$ cat config.mk
export PLATFORM = sky130hd
export DESIGN_NAME = disp_share_arbiter
export DESIGN_NICKNAME = d
export VERILOG_FILES = /design/src/rtl/disp_share_arbiter.sv
export SDC_FILE = /design/constraint.sdc
export NUM_CORES = 1
export LEC_CHECK = 0
export BUFFER_PORTS_ARGS = -buffer_cell sky130_fd_sc_hd__buf_2
export CORE_ASPECT_RATIO = 0.8
export CORE_MARGIN = 2
export CORE_UTILIZATION = 45
export DETAILED_ROUTE_END_ITERATION = 10
export GPL_TIMING_DRIVEN = 0
export PLACE_DENSITY = 0.77
export SLEW_MARGIN = 20
export SYNTH_ARGS = -nofsm -noshare
export SYNTH_HDL_FRONTEND = slang
export SYNTH_SLANG_ARGS = --single-unit
$ cat constraint.sdc
create_clock -name clk -period 2.7 [get_ports clk]
set_clock_uncertainty 0.2 [all_clocks]
set_input_delay 0.27 -clock clk [delete_from_list [all_inputs] [get_ports clk]]
set_output_delay 0.27 -clock clk [all_outputs]
set_load 0.005 [all_outputs]
$ cat src/rtl/disp_share_arbiter.sv
// rtl/disp_share_arbiter.sv - round-robin time-share of the 7-segment display between value producers
module disp_share_arbiter #(
    parameter int N_SRC = 4,
    parameter int DWELL = 50_000_000,
    parameter int SRC_W = $clog2(N_SRC),
    parameter int CNT_W = $clog2(DWELL)
) (
    input  logic                 clk,
    input  logic                 rst_n,
    input  logic [N_SRC-1:0]     req,
    input  logic [8*N_SRC-1:0]   data,
    input  logic                 hold,
    output logic [N_SRC-1:0]     grant,
    output logic [7:0]           num_out,
    output logic [SRC_W-1:0]     src_id,
    output logic                 upd
);

    typedef enum logic {
        IDLE = 1'b0,
        SHOW = 1'b1
    } state_t;

    state_t             state;
    state_t             state_nxt;
    logic [SRC_W-1:0]   last;
    logic [SRC_W-1:0]   last_nxt;
    logic [CNT_W-1:0]   cnt;
    logic [CNT_W-1:0]   cnt_nxt;
    logic [N_SRC-1:0]   grant_nxt;
    logic [7:0]         num_nxt;
    logic [SRC_W-1:0]   src_nxt;
    logic               upd_nxt;

    logic [7:0]         data_arr [N_SRC];
    logic               win_vld;
    logic [SRC_W-1:0]   win;
    logic [SRC_W-1:0]   cand;
    logic               early;
    logic               expire;

    genvar gi;
    generate
        for (gi = 0; gi < N_SRC; gi++) begin : g_unpack
            assign data_arr[gi] = data[8*gi +: 8];
        end
    endgenerate

    // Round-robin search starting just after the most recently granted source;
    // the last candidate examined is the previous owner itself, which gives re-grant.
    always_comb begin
        win_vld = 1'b0;
        win     = '0;
        cand    = '0;
        for (int k = 1; k <= N_SRC; k++) begin
            cand = SRC_W'((int'(last) + k) % N_SRC);
            if (!win_vld && req[cand]) begin
                win_vld = 1'b1;
                win     = cand;
            end
        end
    end

    assign early  = !req[src_id];
    assign expire = (cnt == CNT_W'(DWELL - 1)) && !hold;

    // Next-state and next-output decode; a release re-arbitrates in the same edge
    // so early release and expiry together still yield a single grant event.
    always_comb begin
        state_nxt = state;
        last_nxt  = last;
        cnt_nxt   = cnt;
        grant_nxt = grant;
        num_nxt   = num_out;
        src_nxt   = src_id;
        upd_nxt   = 1'b0;
        if (state == SHOW && !(early || expire)) begin
            num_nxt = data_arr[src_id];
            if (!hold) begin
                cnt_nxt = cnt + CNT_W'(1);
            end
        end else if (win_vld) begin
            state_nxt = SHOW;
            last_nxt  = win;
            cnt_nxt   = '0;
            grant_nxt = {{(N_SRC-1){1'b0}}, 1'b1} << win;
            num_nxt   = data_arr[win];
            src_nxt   = win;
            upd_nxt   = 1'b1;
        end else begin
            state_nxt = IDLE;
            cnt_nxt   = '0;
            grant_nxt = '0;
            num_nxt   = '0;
            src_nxt   = '0;
        end
    end

    // State, pointer, dwell counter and registered outputs; last resets to the
    // top index so source 0 is scanned first after reset.
    always_ff @(posedge clk or negedge rst_n) begin
        if (!rst_n) begin
            state   <= IDLE;
            last    <= SRC_W'(N_SRC - 1);
            cnt     <= '0;
            grant   <= '0;
            num_out <= '0;
            src_id  <= '0;
            upd     <= 1'b0;
        end else begin
            state   <= state_nxt;
            last    <= last_nxt;
            cnt     <= cnt_nxt;
            grant   <= grant_nxt;
            num_out <= num_nxt;
            src_id  <= src_nxt;
            upd     <= upd_nxt;
        end
    end

endmodule

# [Yosys cells after proc, flatten, opt, wreduce, memory -nomap -nowiden]
# Cells that the tools add are included.
[word_totals] regBits=44 in_bits=39 output_inout_bits=15
[op_classes] add_sub_neg=5 magnitude_cmp=7 eq_ne=2 shifts=1 n_mux=32 bitwise=3 n_reduce_logical=13
[ops] operator="$mux W26" n=2
[ops] operator="$mux W8" n=6
[ops] operator="$bmux W8 S2" n=2
[ops] operator="$add A26 B1 Y26 const B" n=1
[ops] operator="$eq A26 B26 Y1 const B" n=1
[ops] operator="$lt A2 B3 Y1 const B" n=5
[ops] operator="$mux W1" n=11
[ops] operator="$bmux W1 S2" n=5
[ops] operator="$mux W2" n=5
[ops] operator="$ge A3 B3 Y1 const B" n=2
[ops] operator="$logic_not A1 Y1" n=6
[ops] operator="$not A2 Y3" n=2
[ops] operator="$logic_and A1 B1 Y1" n=5
[ops] operator="$add A2 B1 Y2 const B" n=2
[ops] operator="$add A2 B2 Y2 const B" n=2
[ops] operator="$mux W4" n=1
[ops] operator="$shl A1 B2 Y4 const A" n=1
[ops] operator="$ne A2 B2 Y1 const B" n=1
[ops] operator="$reduce_and A2 Y1" n=1
[ops] operator="$logic_or A1 B1 Y1" n=1
[ops] operator="$not A1 Y1" n=1

# [Logic depth before layout (Yosys ltp)]
# Gate-level depths: netlist (run 1).
[depth] word_depth=19 ltp_mapped=8 mapped_depth_nobuf=6

# [Worst setup path after synthesis (run 1)]
# No wires, ideal clock.
[synth_path] path_type="reg2reg" startpoint="reg cnt[9]" endpoint="reg src_id[1]" arrival_ns=1.843 required_time_ns=2.372 path_slack_ns=0.529 path_stages_with_launch=6 path_buffers=1 synth_period_minus_slack_ns=2.171 cell_sequence="dfrtp_1 or4b_1 nor4_2 a41o_2 buf_6 mux2_1"
[synth_via] elab_chain_len=5
[synth_rtl] item="start, declared" line="28" rtl="logic [CNT_W-1:0] cnt;"
[synth_rtl] item="start signal, assigned" line="113" rtl="cnt <= cnt_nxt;"
[synth_rtl] item="$eq A26 B26 Y1" line="65" rtl="assign expire = (cnt == CNT_W'(DWELL - 1)) && !hold;"
[synth_rtl] item="$logic_and A1 B1 Y1" line="65"
[synth_rtl] item="$logic_or A1 B1 Y1" line="77" rtl="if (state == SHOW && !(early || expire)) begin"
[synth_rtl] item="$logic_not A1 Y1" line="77"
[synth_rtl] item="$logic_and A1 B1 Y1" line="77"
[synth_rtl] item="end signal, assigned" line="116" rtl="src_id <= src_nxt;"
[synth_rtl] item="end, declared" line="15" rtl="output logic [SRC_W-1:0] src_id,"
# Every way passes these cells.
# A chain may end at the register's enable or synchronous reset.

# [Final worst setup path (run 1)]
[layout_path] startpoint="reg last[0]" endpoint="reg num_out[0]"
[layout_via] elab_chain_len=19
[layout_rtl] item="start, declared" line="26" rtl="logic [SRC_W-1:0] last;"
[layout_rtl] item="start signal, assigned" line="104" rtl="last <= SRC_W'(N_SRC - 1);"
[layout_rtl] item="start signal, assigned" line="112" rtl="last <= last_nxt;"
[layout_rtl] item="$add A2 B1 Y2" line="56" rtl="cand = SRC_W'((int'(last) + k) % N_SRC);"
[layout_rtl] item="$bmux W1 S2" line="57" rtl="if (!win_vld && req[cand]) begin"
[layout_rtl] item="$mux W1 (not written as such)" line="57"
[layout_rtl] item="$mux W1" line="57"
[layout_rtl] item="$logic_not A1 Y1" line="57"
[layout_rtl] item="$logic_and A1 B1 Y1" line="57"
[layout_rtl] item="$mux W1" line="57"
[layout_rtl] item="$logic_not A1 Y1" line="57"
[layout_rtl] item="(+3 left out)"
[layout_rtl] item="$logic_and A1 B1 Y1" line="57"
[layout_rtl] item="$mux W2" line="57"
[layout_rtl] item="$not A2 Y3 (not written as such)" line="87" rtl="num_nxt = data_arr[win];"
[layout_rtl] item="$bmux W8 S2" line="87"
[layout_rtl] item="$mux W8 (not written as such) (2 in a row)" line="87"
[layout_rtl] item="$mux W8 (*)" line="82" rtl="end else if (win_vld) begin"
[layout_rtl] item="$mux W8 (*)" line="77"
[layout_rtl] item="named net num_nxt[0]" line="31" rtl="logic [7:0] num_nxt;"
[layout_rtl] item="end signal, assigned" line="115" rtl="num_out <= num_nxt;"
[layout_rtl] item="end, declared" line="14" rtl="output logic [7:0] num_out,"
# The timed path passes the listed nets; every way through them passes the cells marked *. The select of a mux whose other input is x is not followed.

==> results of run 1 <==
## through the flow
step	power (W)	cell area [um2]	std cells	utilization (%)	setup slack (ps)
after floorplan	0.00187	2710	256	-	529
after global placement	0.00222	3080	390	52.3	294
after detailed placement	0.00225	3080	390	52.3	280
after CTS	0.00269	3190	399	54.2	276
after global routing	0.00285	3190	399	54.3	231
final	0.00267	3190	399	54.3	373
## worst max-delay path, cell delays in order, from the launching register on
cell,delay (ps)
sky130_fd_sc_hd__dfstp_2,550
sky130_fd_sc_hd__nor2b_1,60
sky130_fd_sc_hd__nor3b_2,380
sky130_fd_sc_hd__clkbuf_1,430
sky130_fd_sc_hd__nor3b_1,120
sky130_fd_sc_hd__a211oi_1,340
sky130_fd_sc_hd__o32ai_2,120
## logic make-up after synthesis
| group | Yosys count |
|---|---|
| flip-flops | 44 |
| buffers and inverters | 30 |
| multiplexers | 11 |
| XOR/XNOR | 22 |
| AO/OA/AOI/OAI | 43 |
| AND/OR/NAND/NOR | 105 |
| adder cells (fa/ha/maj) | 1 |
## power by group through the flow
stage          Sequential [W]  Combinational (W)  Clock, W
3_3_place_gp         0.000889            0.00133         0
2_1_floorplan        0.000893           0.000978         0
3_5_place_dp         0.000886            0.00136         0
5_1_grt              0.000893            0.00147  0.000486
6_report             0.000875            0.00135  0.000442
4_1_cts              0.000877            0.00137  0.000451
## worst max path at each step
| stage | start | to | slack [ps] | depth (start not counted) |
|---|---|---|---|---|
| finish | last[0] | num_out[0] | 370 | 6 |
| global route | last[0] | num_out[0] | 230 | 6 |
| CTS | cnt[0] | cnt[22] | 280 | 6 |
| detailed placement | cnt[0] | cnt[22] | 280 | 6 |
| global placement | cnt[0] | cnt[22] | 290 | 6 |
| floorplan | cnt[9] | src_id[1] | 530 | 5 |
## registers in the layout (all words and copies together), names as in the netlist
| register | cells |
|---|---|
| cnt | 26 |
| grant | 4 |
| last | 2 |
| num_out | 8 |
| src_id | 2 |
| state | 1 |
| upd | 1 |
## layout by cell type, fill, tap and decap left out, drive strengths merged, types with 6 or more instances in the layout
master  instances
xor2           11
o32ai           8
nand3          10
mux4            9
nand4           6
a21oi           6
a211oi         16
dfrtp          42
buf            61
nor3b          15
clkbuf         13
nor2           34
nand2          12
inv            14
xnor2          11
o21ai           6
## final cells by class
class                   instances  area [um2]  area share [%]
clock buffers                   6        82.6            2.59
plain buffers                  16         156            4.90
well taps                      81         101            3.17
inverters                      14        52.6            1.65
clock inverters                 2        15.0           0.470
flip-flops and latches         44        1100            34.5
multi-input cells             182        1410            44.0
repair buffers                 54         278            8.70
## routing by layer
layer  vias to the layer above  part of all wire [%]  track usage [%]
met5                         -                     0                0
met4                         0                  0.97             4.21
met3                         7                   4.8             4.31
met2                        59                    46             29.9
met1                      1042                    48             26.1
li1                       1054                     -                -
## repair_timing
item | in CTS | in global routing
endpoints found under the hold margin | 42 | 0
hold buffers | 1 | 0
setup buffers | 0 | 0
gates resized for setup | 0 | 0
==> run metrics, run 1 <==
Initial Util=46.1%; worst ir drop on vdd=454 uV; CP Launch Type=register; unrepaired setup endpoints after global routing=false; post-route antenna net violation count=0; maxcap violations=0; Global Route Usage Sum=18.6%; area growth from synthesis to final layout=17.8%; area inside the core boundary=0.00588 mm2; Chip Width=90.8 um; share of flip-flops with an asynchronous set or reset after synthesis=100%; cell with the most instances after synthesis=sky130_fd_sc_hd__dfrtp_1; Worst Hold Margin=90.8 ps; maximum number of pins on one net before global-route repair=45; area of the mapped netlist=0.00271 mm2; Critical Path RT=2680 ps; largest family of logic cells by synthesized area=simple AND/OR/NAND/NOR gates; area fraction in compound gates after synthesis=13.5%; Arr. time, crit path=2310 ps; Leakage=1.40 nW; portion of synthesized cell area occupied by the leading cell type=38.8%; number of filler cells placed in the layout=572; post-synthesis cell type with the largest combined area=sky130_fd_sc_hd__dfrtp_1; Sequential Power Share=32.8%; largest fanout on the critical path=10; area share of fa/ha/maj cells after synthesis=0.461%; Synth Warn #=0; number of port buffers=53; Int Pwr=0.00167 W; Commonest cells post-synth=42 x sky130_fd_sc_hd__dfrtp_1, 34 x sky130_fd_sc_hd__nor2_1, 16 x sky130_fd_sc_hd__a211oi_1; launch instance of the worst min-delay path=req[2]; clock sink count=44; share of synthesized area spent on multiplexers=9.09%; Max clock buf depth=2; number of register bits inferred by synthesis=44; fraction of final layout cells with drive strength greater than 1=30.2%; DR pass1 iterations=4; worst r2r src=last[0]; category of the worst setup path capture point=register; Boundary Pins=54; HPWL reported at the end of detailed placement=4230 um; minimum clock period=2330 ps; first-pass GRT wire length=9850 um; syn_area_per_cell=10.6 um2; Top FF cell, synth=sky130_fd_sc_hd__dfrtp_1; count of endpoints failing setup in the final report=0; Post-synth EDFFs=0; floorplan die area=0.00667 mm2; slew at the pin closest to its max-slew limit=733 ps; cells after synthesis=256; total congestion overflow=0; top cells by area, synth=sky130_fd_sc_hd__dfrtp_1 39%, sky130_fd_sc_hd__mux4_1 5.8%, sky130_fd_sc_hd__nor2_1 4.7%; worst reg2reg setup slack=370 ps; switching pwr=0.000996 W; vias per cell=5.42; net switching share of the total power=37.3%; routed len/inst=14.7 um; logic gate share of total power=50.6%; total number of vias=2162; category of the critical setup timing path=reg -> reg; clock tree root buffer cell=sky130_fd_sc_hd__clkbuf_8; hold path cells=3; Synth Area in XOR/XNOR=7.11%; number of antenna diodes=0; share of synthesized cell area in and, or, nand and nor gates=21.5%; WL final=5850 um; Post-Synthesis Net Count=296; PD cells=835 mW/mm2; CTS Buf Count=5; number of antenna violations at the first check in global routing=0; drc violations=0; setup TNS after final layout=0 ps; number of hold violations in the final report=0; ratio of final minimum period to clock period=86.2%; count of different cell masters after synthesis=50; number of max-slew violations in the final report=0; via count of the first global-routing pass=2038; f_max=0.430 GHz; worst min-delay path category=in -> reg; H-tree levels=2; source-to-sink clock delay at the later pin of the worst-skew pair=300 ps; power share of the clock group=16.6%; relative max-transition margin=50.7%; clock input transition at the sequential cells of the worst setup and hold paths=90 ps; Worst R2R Path Depth=6; chip height=73.4 um; GP Congestion=0.831; NumNets Final=357; worst reg2reg path endpoint=num_out[0]; end point of the most critical hold path=state; outcome=completed; initial detailed-routing violation count=106; floorplan row count=25; sequential element share of the synthesized area=40.7%; TritonCTS clock tree=done
Note: power is estimated with default switching activity, not from simulation.
==> run 2: changes to the inputs <==
--- a/config.mk
+++ b/config.mk
@@ -11,7 +11,7 @@
 export CORE_UTILIZATION = 45
 export DETAILED_ROUTE_END_ITERATION = 10
 export GPL_TIMING_DRIVEN = 0
-export PLACE_DENSITY = 0.77
+export PLACE_DENSITY = 0.8
 export SLEW_MARGIN = 20
 export SYNTH_ARGS = -nofsm -noshare
 export SYNTH_HDL_FRONTEND = slang
==> constraint.sdc (replaced) <==
create_clock -name clk -period 1.94 [get_ports clk]
set_clock_uncertainty 0.2 [all_clocks]
set_input_delay 0.194 -clock clk [delete_from_list [all_inputs] [get_ports clk]]
set_output_delay 0.194 -clock clk [all_outputs]
set_load 0.005 [all_outputs]
==> run metrics, run 2 (same netlist as run 1, synthesis figures left out) <==
worst ir drop on vdd=670 uV (+48%); logic gate share of total power=56.5% (+5.9 points); number of max-slew violations in the final report=0 (unchanged); Chip Width=90.8 um (unchanged); hold path cells=3 (unchanged); relative max-transition margin=62.4% (+12 points); CP Launch Type=register; DR pass1 iterations=4 (unchanged); drc violations=0 (unchanged); worst min-delay path category=in -> reg; CTS Buf Count=5 (unchanged); floorplan die area=0.00667 mm2 (unchanged); Worst Hold Margin=13.7 ps (-77.1 ps); GP Congestion=0.817 (-1.7%); WL final=7190 um (+23%); maximum number of pins on one net before global-route repair=45 (unchanged); registers with the most flip-flops=cnt x26, num_out x8, grant x4; Initial Util=46.1% (unchanged); ratio of final minimum period to clock period=116% (+30 points); first-pass GRT wire length=11800 um (+20%); via count of the first global-routing pass=2413 (+18%); post-route antenna net violation count=0 (unchanged); post-route cell area=0.00359 mm2 (+12%); routed len/inst=17.5 um (+19%); slack of the critical path=-310 ps (-683 ps); clock tree root buffer cell=sky130_fd_sc_hd__clkbuf_8; initial detailed-routing violation count=110 (+3.8%); Arr. time, crit path=2220 ps (-90 ps); total number of vias=2347 (+8.6%); switching pwr=0.00169 W (+70%); top library cells by usage in the layout, fill and taps aside=53 x sky130_fd_sc_hd__buf_2, 41 x sky130_fd_sc_hd__dfrtp_1, 34 x sky130_fd_sc_hd__nor2_1; number of antenna diodes=0 (unchanged); PD cells=1250 mW/mm2 (+50%); NumNets Final=370 (+3.6%); Critical Path RT=1910 ps (-770 ps); launch instance of the worst min-delay path=hold; number of port buffers=53 (unchanged); category of the worst setup path capture point=register; Worst R2R Path Depth=7 (+1); slew at the pin closest to its max-slew limit=559 ps (-174 ps); category of the critical setup timing path=reg -> reg; worst r2r src=last[0]; chip height=73.4 um (unchanged); clock sink count=44 (unchanged); source-to-sink clock delay at the later pin of the worst-skew pair=310 ps (about the same); most frequent standard cell in the layout excluding fill and tap cells=sky130_fd_sc_hd__buf_2; unrepaired setup endpoints after global routing=true; power share of the clock group=16.1% (-0.5 points); Boundary Pins=54 (unchanged); HPWL reported at the end of detailed placement=4680 um (+11%); Sequential Power Share=27.4% (-5.4 points); Int Pwr=0.00281 W (+68%); maxcap violations=0 (unchanged); count of endpoints failing setup in the final report=42 (+42); largest fanout on the critical path=10 (unchanged); Placed Instance Area=0.00316 mm2 (+2.6%); number of antenna violations at the first check in global routing=0 (unchanged); area growth from synthesis to final layout=32.4%; area inside the core boundary=0.00588 mm2 (unchanged); TritonCTS clock tree=done; violated checks=negative setup slack; Max clock buf depth=2 (unchanged); fraction of final layout cells with drive strength greater than 1=42.0% (+12 points); Global Route Usage Sum=22.7% (+4.0 points); beginning of the critical path=last[0]; minimum clock period=2250 ps (-77.4 ps); outcome=finished, violations left; vias per cell=5.70 (+5.1%); number of hold violations in the final report=0 (unchanged); f_max=0.444 GHz (+3.4%); Reg with most FFs=cnt; floorplan row count=25 (unchanged); net switching share of the total power=37.6% (+0.25 points); clock input transition at the sequential cells of the worst setup and hold paths=90 ps (about the same); max FFs per register=26 (unchanged); Leakage=1.58 nW (+13%); H-tree levels=2 (unchanged); total congestion overflow=0 (unchanged)
-- run 2: changes by cell type in the layout (fill, tap and decap cells not counted), sizes merged --
cell      previous run  this run
buf                 61        73
bufinv               0         1
clkinv               0         1
clkinvlp             2         1
-- run 2: worst paths after layout --
| kind | endpoint | slack [ps] |
|---|---|---|
| worst max-delay path | num_out[2] | -310 |
| worst max register to register | num_out[2] | -310 |
| max in group asynchronous | cnt[17] | 900 |
| worst min-delay path | cnt[0] | 10 |
| min in group asynchronous | cnt[1] | 220 |
| worst min register to register | grant[0] | 330 |
-- run 2: through the flow --
stage               instances  util [%]  total power [W]  setup slack, ps  TNS (ps)
floorplan                 256         -          0.00271             -170     -3720
global placement          390      53.6          0.00321             -552    -11310
finish                    412      61.1          0.00450             -310     -8740
global route              412      61.1          0.00475             -336    -11050
CTS                       407      58.9          0.00428             -260     -8380
detailed placement        390      53.7          0.00326             -393    -11120
-- run 2: area by class of cell --
type / count / area, um2
buffer: 15 / 185
inverter: 14 / 52.6
tap: 81 / 101
sequential: 44 / 1100
clock buffer: 5 / 68.8
multi-input combinational: 182 / 1610
fill: 477 / 2290
clock inverter: 3 / 42.5
timing repair buffer: 68 / 428
-- run 2: power groups by stage --
stage | Clock [W] | Combinational, W | Sequential [W]
after floorplan | 0 | 0.00147 | 0.00124
after global placement | 0 | 0.00197 | 0.00123
after detailed placement | 0 | 0.00202 | 0.00124
after CTS | 0.000731 | 0.00231 | 0.00123
after global routing | 0.000772 | 0.00272 | 0.00126
final | 0.000723 | 0.00254 | 0.00123
-- run 2: metal layers --
| metal | part of all wire (%) | GRT usage, % | vias to the layer above | wire length (um) |
|---|---|---|---|---|
| met5 | 0 | 0 | - | 0 |
| met4 | 1.7 | 8.08 | 0 | 119 |
| met3 | 5.3 | 4.00 | 14 | 381 |
| met2 | 48 | 37.2 | 87 | 3470 |
| met1 | 45 | 30.8 | 1156 | 3220 |
| li1 | - | - | 1090 | - |
-- run 2: timing repair --
action                                 4_1_cts  5_1_grt
pin swaps                                    5        1
cloned                                       1        1
resized for setup                           21       14
hold buffers                                 1        0
setup endpoints to repair                   42       42
endpoints found under the hold margin       42        0
buffers inserted                             8        4
-- run 2: worst max-delay path, stage by stage, from the launching register on --
cell and delay, ps:
sky130_fd_sc_hd__dfstp_2 570, sky130_fd_sc_hd__nand2b_4 140, sky130_fd_sc_hd__o22ai_4 110, sky130_fd_sc_hd__or2_2 300, sky130_fd_sc_hd__clkbuf_8 170, sky130_fd_sc_hd__clkbuf_8 190, sky130_fd_sc_hd__a211oi_4 300, sky130_fd_sc_hd__o32ai_4 130
==> run 3: changes to the inputs <==
--- a/config.mk
+++ b/config.mk
@@ -12,6 +12,7 @@
 export DETAILED_ROUTE_END_ITERATION = 10
 export GPL_TIMING_DRIVEN = 0
 export PLACE_DENSITY = 0.8
+export SETUP_SLACK_MARGIN = 0.05
 export SLEW_MARGIN = 20
 export SYNTH_ARGS = -nofsm -noshare
 export SYNTH_HDL_FRONTEND = slang
==> run metrics, run 3 (same netlist as run 1, synthesis figures left out) <==
number of hold violations in the final report=0 (unchanged); clock input transition at the sequential cells of the worst setup and hold paths=90 ps (about the same); largest fanout on the critical path=8 (-2); via count of the first global-routing pass=2416 (+0.12%); number of antenna diodes=0 (unchanged); TritonCTS clock tree=done; Max clock buf depth=2 (unchanged); slack of the critical path=-331 ps (-21.2 ps); category of the worst setup path capture point=register; top library cells by usage in the layout, fill and taps aside=53 x sky130_fd_sc_hd__buf_2, 39 x sky130_fd_sc_hd__dfrtp_1, 34 x sky130_fd_sc_hd__nor2_1; area inside the core boundary=0.00588 mm2 (unchanged); Global Route Usage Sum=22.6% (about the same); max FFs per register=26 (unchanged); first-pass GRT wire length=11800 um (about the same); clock sink count=44 (unchanged); multi-input logic area=0.00161 mm2 (+0.39%); slew at the pin closest to its max-slew limit=577 ps (+18.3 ps); HPWL reported at the end of detailed placement=4680 um (unchanged); worst min-delay path category=in -> reg; unrepaired setup endpoints after global routing=true; source-to-sink clock delay at the later pin of the worst-skew pair=310 ps (about the same); vias per cell=5.67 (-0.53%); Arr. time, crit path=2270 ps (+50 ps); most frequent standard cell in the layout excluding fill and tap cells=sky130_fd_sc_hd__buf_2; Initial Util=46.1% (unchanged); floorplan die area=0.00667 mm2 (unchanged); setup TNS after final layout=-10010 ps (-1270 ps); Critical Path, Cell by Cell=or4_4 > nor4_4 > a41o_2 > buf_8 > mux2_4; WL final=7210 um (+0.32%); outcome=finished, violations left; worst r2r src=cnt[24]; number of filler cells placed in the layout=477 (unchanged); total number of vias=2346 (-0.043%); Worst Hold Margin=12.8 ps (-0.861 ps); DR pass1 iterations=4 (unchanged); Reg with most FFs=cnt; launch instance of the worst min-delay path=hold; ratio of final minimum period to clock period=117% (+1.1 points); maximum number of pins on one net before global-route repair=45 (unchanged); category of the critical setup timing path=reg -> reg; Leakage=1.59 nW (+0.31%); maxcap violations=0 (unchanged); violated checks=negative setup slack; CP Launch Type=register; Placed Instance Area=0.00316 mm2 (unchanged); storage element area=0.00111 mm2 (+0.23%); met2 demand-to-capacity share in global routing=37.3% (+0.083 points); most heavily used metal layer in global routing=met2; number of max-slew violations in the final report=0 (unchanged); Critical-path top delay cell=sky130_fd_sc_hd__or4_4; total congestion overflow=0 (unchanged); number of port buffers=53 (unchanged); worst slack, placed=-393 ps (unchanged); floorplan row count=25 (unchanged); chip height=73.4 um (unchanged); clock tree root buffer cell=sky130_fd_sc_hd__clkbuf_8; cell class contributing the biggest share of worst-path delay=simple AND/OR/NAND/NOR gates; initial detailed-routing violation count=82 (-25%); max incr delay on CP=550 ps (-20 ps); worst ir drop on vdd=673 uV (+0.46%); minimum clock period=2270 ps (+21.2 ps); number of antenna violations at the first check in global routing=0 (unchanged); PD cells=1250 mW/mm2 (-0.39%); met1 track demand over resource=30.6% (-0.13 points); Placed Cells incl. Taps=390 (unchanged); count of endpoints failing setup in the final report=42 (unchanged); post-route cell area=0.00361 mm2 (+0.66%); beginning of the critical path=cnt[24]; NumNets Final=372 (+0.54%); area growth from synthesis to final layout=33.3%; met3 usage=4.00% (unchanged); relative max-transition margin=61.2% (-1.2 points); routed len/inst=17.4 um (-0.16%); drc violations=0 (unchanged); CTS Buf Count=5 (unchanged); Chip Width=90.8 um (unchanged); Boundary Pins=54 (unchanged); H-tree levels=2 (unchanged); registers with the most flip-flops=cnt x26, num_out x8, grant x4; Worst Path Buf+Inv=1 (-1); GP Congestion=0.817 (unchanged); post-route antenna net violation count=0 (unchanged); non-filler cells in the finished layout=414 (+0.49%); fraction of final layout cells with drive strength greater than 1=43.2% (+1.2 points); Critical Path RT=1940 ps (+30 ps); f_max=0.440 GHz (-0.93%)
==> run 3: cell types whose count changed in the layout (fill, tap and decap cells not counted), sizes merged <==
cell,before,now
buf,73,74
clkbuf,13,14
==> run 3: tightest hold or removal path, delay by kind of cell <==
family | cells | cell delay [ps]
buf+inv | 1 | 130
simple gates | 1 | 80
xor+xnor | 1 | 70
==> run 3: timing repair <==
| item | 4_1_cts | 5_1_grt |
|---|---|---|
| setup endpoints to repair | 42 | 42 |
| buffers inserted | 8 | 5 |
| hold endpoints to repair | 42 | 0 |
| hold buffers | 1 | 0 |
| pin swaps | 5 | 5 |
| resized for setup | 22 | 19 |
| gates cloned | 1 | 1 |
==> run 3: area by class of cell <==
class | count | share of cell area [%]
inverter | 14 | 1.45
buffer | 16 | 5.33
clock inverter | 3 | 1.18
timing repair buffer | 69 | 12.0
multi-input combinational | 182 | 44.7
clock buffer | 5 | 1.90
tap | 81 | 2.80
sequential | 44 | 30.6
==> run 3: power by group <==
part	internal [W]	switching [W]	total (W)
Combinational	0.00129	0.00126	0.00255
Clock	0.000381	0.000344	0.000725
Sequential	0.00113	0.000103	0.00123
==> run 3: layer usage <==
layer  share of wire (%)  wire, um
met1                  45      3240
met2                  48      3480
met3                 5.2       376
met4                 1.7       120
met5                   0         0
==> run 3: path summary, 6_finish.rpt <==
| path | to | slack [ps] | cells after the start |
|---|---|---|---|
| min reg2reg | grant[0] | 330 | 2 |
| max | src_id[1] | -330 | 5 |
| max reg2reg | src_id[1] | -330 | 5 |
| min in group asynchronous | cnt[1] | 220 | 2 |
| min | cnt[0] | 10 | 3 |
| max in group asynchronous | cnt[17] | 910 | 2 |
==> run 3: through the flow <==
step | utilization (%) | total power, W
6_report | 61.5 | 0.00451
5_1_grt | 61.5 | 0.00475
4_1_cts | 59.0 | 0.00428
3_5_place_dp | 53.7 | 0.00326
3_3_place_gp | 53.6 | 0.00321
2_1_floorplan | - | 0.00271
